`config.mk`:
```
export PLATFORM = sky130hd
export DESIGN_NAME = demux4_rr_dispatcher
export DESIGN_NICKNAME = d
export VERILOG_FILES = /design/src/rtl/demux4_rr_dispatcher.sv
export SDC_FILE = /design/constraint.sdc
export NUM_CORES = 1
export LEC_CHECK = 0
export CAP_MARGIN = 20
export CORE_ASPECT_RATIO = 2
export CORE_MARGIN = 1
export CORE_UTILIZATION = 30
export CTS_BUF_LIST = sky130_fd_sc_hd__clkbuf_4 sky130_fd_sc_hd__clkbuf_8
export DETAILED_ROUTE_END_ITERATION = 7
export GPL_TIMING_DRIVEN = 0
export REMOVE_ABC_BUFFERS = 1
export SETUP_SLACK_MARGIN = 0.3
export SLEW_MARGIN = 40
export SYNTH_ARGS = -nofsm -noshare
export SYNTH_HDL_FRONTEND = slang
export SYNTH_SLANG_ARGS = --single-unit
```
`constraint.sdc`:
```
create_clock -name clk -period 5.8 [get_ports clk]
set_clock_uncertainty 0.15 [all_clocks]
set_input_delay 1.16 -clock clk [delete_from_list [all_inputs] [get_ports clk]]
set_output_delay 1.16 -clock clk [all_outputs]
set_load 0.02 [all_outputs]
```
`src/rtl/demux4_rr_dispatcher.sv`:
```
// Round-robin dispatcher in front of a 1-to-4 demux: holds one item and steers it
// to the next enabled channel, honouring per-channel back-pressure.
module demux4_rr_dispatcher #(
  parameter int DW = 8,
  parameter int CW = 16
) (
  input  logic          clk,
  input  logic          rst_n,
  input  logic          i_in_valid,
  output logic          o_in_ready,
  input  logic [DW-1:0] i_in_data,
  input  logic [3:0]    i_ch_en,
  output logic [1:0]    o_sel,
  output logic [DW-1:0] o_out_data,
  output logic [3:0]    o_out_valid,
  input  logic [3:0]    i_out_ready,
  output logic          o_busy,
  output logic [CW-1:0] o_xfer_cnt
);

  typedef enum logic {
    ST_EMPTY = 1'b0,
    ST_FULL  = 1'b1
  } state_t;

  state_t        r_state;
  logic [1:0]    r_ptr;
  logic [1:0]    r_sel;
  logic [DW-1:0] r_out_data;
  logic [CW-1:0] r_xfer_cnt;

  logic       w_any_en;
  logic       w_done;
  logic       w_accept;
  logic [1:0] w_search_base;
  logic [1:0] w_target;

  assign w_any_en = |i_ch_en;
  assign w_done   = (r_state == ST_FULL) && i_out_ready[r_sel];
  assign w_accept = i_in_valid && o_in_ready;

  // A back-to-back capture must start searching after the channel just served,
  // which is the same value ptr is about to take.
  assign w_search_base = (r_state == ST_FULL) ? (r_sel + 2'd1) : r_ptr;

  // Scan downwards so the nearest enabled channel to the base wins.
  always_comb begin
    w_target = w_search_base;
    for (int k = 3; k >= 0; k--) begin
      if (i_ch_en[w_search_base + 2'(k)]) begin
        w_target = w_search_base + 2'(k);
      end
    end
  end

  always_ff @(posedge clk or negedge rst_n) begin
    if (!rst_n) begin
      r_state    <= ST_EMPTY;
      r_ptr      <= 2'd0;
      r_sel      <= 2'd0;
      r_out_data <= '0;
      r_xfer_cnt <= '0;
    end else begin
      case (r_state)
        ST_EMPTY: begin
          if (w_accept) begin
            r_out_data <= i_in_data;
            r_sel      <= w_target;
            r_state    <= ST_FULL;
          end
        end
        ST_FULL: begin
          if (w_done) begin
            r_ptr      <= r_sel + 2'd1;
            r_xfer_cnt <= r_xfer_cnt + CW'(1);
            if (w_accept) begin
              r_out_data <= i_in_data;
              r_sel      <= w_target;
            end else begin
              r_state <= ST_EMPTY;
            end
          end
        end
        default: r_state <= ST_EMPTY;
      endcase
    end
  end

  // Readiness looks through to the consumer so a draining slot can refill in the same cycle.
  assign o_in_ready  = rst_n && w_any_en && ((r_state == ST_EMPTY) || w_done);
  assign o_sel       = r_sel;
  assign o_out_data  = r_out_data;
  assign o_out_valid = (r_state == ST_FULL) ? (4'b0001 << r_sel) : 4'b0000;
  assign o_busy      = (r_state == ST_FULL);
  assign o_xfer_cnt  = r_xfer_cnt;

endmodule

```
# [Word-level counts from Yosys, hierarchy flattened]
# Cells that the tools add are included.
[word_totals] register_bits=29 input_bits=19 out_inout_bits=32 elab_cells=50
[classes] n_addsub=5 magnitude_cmp=5 eq_ne=1 shifts=1 muxes=25 bitwise=1 reduce_logical=7
[op_table] operator="16-bit by 1-bit adder with 16-bit output (second input constant)" count=1
[op_table] operator="8-bit 2-to-1 mux" count=2
[op_table] operator="8-bit case mux with 2 select lines" count=1
[op_table] operator="2-bit by 3-bit less-than comparator with 1-bit output (second input constant)" count=5
[op_table] operator="2-bit 2-to-1 mux" count=7
[op_table] operator="1-bit binary-select mux with 2-bit select" count=5
[op_table] operator="1-bit 2-to-1 mux" count=7
[op_table] operator="2-bit by 1-bit adder with 2-bit output (second input constant)" count=2
[op_table] operator="2-bit adder (second input constant)" count=2
[op_table] operator="1-bit logical AND" count=4
[op_table] operator="4-bit 2-to-1 mux" count=1
[op_table] operator="2-bit case mux with 2 select lines" count=1
[op_table] operator="4-bit OR reduction" count=1
[op_table] operator="1-bit by 2-bit << shifter with 4-bit output (first input constant)" count=1
[op_table] operator="2-bit by 1-bit != test with 1-bit output (second input constant)" count=1
[op_table] operator="1-bit case mux with 2 select lines" count=1
[op_table] operator="2-bit AND reduction" count=1
[op_table] operator="1-bit logical OR" count=1
[op_table] operator="1-bit NOT" count=1

# [Longest topological paths before layout]
[logic_depth] ltp_word=12 ltp_mapped=6

# [Worst setup path before layout]
# OpenSTA, ideal clock, no wires.
[synth_timing] kind="input port to output port" start="input i_out_ready[3]" end="output o_in_ready" arrival_ns=1.988 path_slack_ns=2.502 stages=2 path_buffers=0 path_cell_list="mux4_2 o211a_1"
[synth_via] elab_chain_len=5
[synth_rtl] item="start: declaration" line="16" rtl="input logic [3:0] i_out_ready,"
[synth_rtl] item="1-bit binary-select mux with 2-bit select" line="39" rtl="assign w_done = (r_state == ST_FULL) && i_out_ready[r_sel];"
[synth_rtl] item="1-bit 2-to-1 mux (implied by the code)" line="39"
[synth_rtl] item="1-bit logical AND" line="39"
[synth_rtl] item="1-bit logical OR" line="90" rtl="assign o_in_ready = rst_n && w_any_en && ((r_state == ST_EMPTY) || w_done);"
[synth_rtl] item="1-bit logical AND" line="90"
[synth_rtl] item="end: declaration" line="10" rtl="output logic o_in_ready,"
# No other way between the ends. The select of a mux whose other input is x is not followed.

# [Final worst setup path]
[layout_timing] start="input i_ch_en[1]" end="output o_in_ready"
[layout_via] elab_chain_len=3
[layout_rtl] item="start: declaration" line="12" rtl="input logic [3:0] i_ch_en,"
[layout_rtl] item="4-bit OR reduction" line="38" rtl="assign w_any_en = |i_ch_en;"
[layout_rtl] item="1-bit logical AND (2 in series)" line="90"
# No other way between the ends.

==> qor.txt <==
Skew-Pair Late Insertion Delay: 270 ps
reg2reg setup slack: 3480 ps
total global-route track usage: 15.3%
Die Footprint: 5100 µm²
total gr overflow: 0
Top cell by count, worst path: clkdlybuf4s50_1
crit path DAT: 2980 ps
setup TNS: 0 ps
CP Launch Type: primary input
Worst Hold Class: reg2reg
Final HPWL DP: 2.59 mm
DR iter-0 viols: 17
Antenna Cells: 0
register area share after synthesis: 50.4%
Buffers on Ports: 50
top cells by area, synth: dfrtp_1, xnor2_1, mux2_4
cells along the critical path: clkdlybuf4s50_1 -> or4_1 -> o211a_1 -> clkdlybuf4s50_1
highest-delay cell along the critical path: or4_1
CTS tree: done
antenna-violating nets left: 0
via count: 1142
dpl cells: 224
worst path bufs/invs: 2
register share of total power: 36.1%
non-filler cells, final: 232
Slew Limit Fails: 0
Comb pwr share: 42.9%
unrepaired setup endpoints after global routing: false
Core ar.: 4600 µm²
Peak Freq: 0.233 GHz
endpoints failing hold: 0
Root Buffer: clkbuf_8
fin crit period: 4290 ps
Gate Count Post-Synth: 123
LEAKAGE: 0.000902 µW
Worst-Margin Slew: 721 ps
FF+latch count, synth: 29
pwr dens: 416 nW/µm²
Filler Cell Count: 461
Int Power: 548 µW
largest net degree at the start of global routing: 32
CTS clk-pin slew, worst paths: 60 ps
initial antenna violation count: 0
Switching Share: 36.7%
Max VDD drop: 0.000255 V
Final nets: 200
# setup viols final: 0
DR DRC count: 0
clk sinks: 29
Final Routed Wirelength: 3.41 mm
Die Wd: 51.0 µm
Crit Path Class: in2out
Clk pwr share: 21.0%
Cell variety after synth: 31
Crit path max-delay family: buffers and inverters
slowest stage delay, CP: 610 ps
Pre-antenna DRT Iters: 4
deepest clock path buffer count: 2
max-cap violation count: 0
Worst Path Required: 4490 ps
crit share post-route: 74.0%
Initial Util: 31.3%
Area growth syn-to-layout: 44.6%
CTS H-tree depth: 2
IO Pins: 51
first-pass GRT wire length: 5.90 mm
Netlist Area Pre-Place: 1440 µm²
Max transition margin: 51.9%
PostCTS Resize Cnt: 0
routed wire length per instance: 14.7 µm
crit end category: output pin
Final GP Congestion: 0.717
Die Ht: 100 µm
Post-CTS Setup Inserts: 0
area share of the largest cell type after synthesis: 50.4%
row count: 35
CP Max Fanout: 6
Mapped Avg Cell Area: 11.7 µm²
cell type with the largest total area after synthesis: dfrtp_1
number of global-route vias before repair: 1263
fraction of layout cells with a size suffix above 1: 10.7%
switching power total: 317 µW
outcome: finished clean
Num CTS Buffers: 5
yosys warns: 0
vias per inst: 4.92
# hold bufs at CTS: 0
## per-stage QoR
step | worst slack [ps] | total power (µW) | utilization [%] | hold WS (ps) | instance area (µm²)
after floorplan | 2500 | 516 | - | 295 | 1420
after global placement | 957 | 679 | 43.2 | 311 | 1990
after detailed placement | 1510 | 691 | 43.1 | 320 | 1980
after CTS | 1510 | 881 | 45.3 | 337 | 2080
after global routing | 1450 | 925 | 45.3 | 349 | 2080
final | 1510 | 865 | 45.3 | 332 | 2080
## synth_stat cells
cell type  count
ha_1           5
xnor2_1       14
nor3_1         2
xor2_1         1
a31oi_1        3
buf_2          1
inv_1          3
a32o_1         1
mux4_2         1
a21oi_1        1
o211a_1        1
nor2b_1        3
mux2_2         3
nand2_1       15
and2_1         6
o31ai_1        2
a2111oi_0      1
and3_1         6
nand2b_1       2
mux2_4         5
a211oi_1       1
buf_6          1
or4_1          1
and4_1         1
o21ai_0        2
o2111ai_4      1
mux2i_1        1
dfrtp_1       29
nand3_1        5
nand4_1        3
clkbuf_1       2
## layout make-up
type | count | area, µm² | area share [%]
Clock buffer | 7 | 96.3 | 4.63
Clock inverter | 1 | 5.00 | 0.240
Inverter | 3 | 11.3 | 0.541
Multi-Input combinational cell | 87 | 679 | 32.6
Sequential cell | 29 | 726 | 34.9
Tap cell | 55 | 68.8 | 3.31
Timing Repair Buffer | 50 | 495 | 23.8
## state kept, by name, indices dropped and copies added, names as in the netlist
register    cells
o_busy          1
o_out_data      8
o_sel           2
o_xfer_cnt     16
r_ptr           2
## metal layers
metal / global-route usage (%) / up-vias / wire (µm)
met1: 15.6 / 568 / 1270
met5: 0 / - / 0
met4: 7.05 / 0 / 33
li1: - / 534 / -
met2: 28.1 / 36 / 1980
met3: 3.64 / 4 / 131
## kinds of logic after synthesis
kind of cell             after synthesis  share of synthesized area (%)
AO/OA/AOI/OAI                         13                           7.73
XOR/XNOR                              15                           9.12
adder cells (fa/ha/maj)                5                           4.34
buffers and inverters                  7                           2.43
flip-flops                            29                           50.4
multiplexers                          10                           9.82
AND/OR/NAND/NOR                       44                           16.2
## layout by cell type (no fill, tap or decap), drive strengths merged, types with 2 or more instances in the layout
master / netlist / layout
a31oi: 3 / 3
and2: 6 / 6
and3: 6 / 6
clkbuf: 2 / 7
clkdlybuf4s50: 0 / 49
dfrtp: 29 / 29
ha: 5 / 5
inv: 3 / 3
mux2: 8 / 8
nand2: 15 / 15
nand2b: 2 / 2
nand3: 5 / 5
nand4: 3 / 3
nor2b: 3 / 3
nor3: 2 / 2
o21ai: 2 / 2
o31ai: 2 / 2
xnor2: 14 / 14
## power groups by stage
stage | sequential [µW] | combinational, µW | clock, µW
6_report | 313 | 371 | 182
2_1_floorplan | 359 | 157 | 0
3_5_place_dp | 315 | 375 | 0
4_1_cts | 314 | 377 | 191
3_3_place_gp | 315 | 364 | 0
5_1_grt | 322 | 405 | 198
## path summary, 6_finish.rpt
kind,startpoint,endpoint,cells after the start
worst max-delay path,i_ch_en[1],o_in_ready,4
worst min-delay path,r_ptr[1],r_ptr[1],2
worst max register to register,o_sel[0],o_out_data[2],3
max in group asynchronous,rst_n,o_xfer_cnt[11],1
min in group asynchronous,rst_n,o_out_data[5],1
worst min register to register,r_ptr[1],r_ptr[1],2
## worst register-to-register path: stages (launching register included)
cell and delay [ps]:
dfrtp_1 510, mux4_2 660, o2111ai_4 490, mux2_2 400
Note: power is estimated with default switching activity, not from simulation.
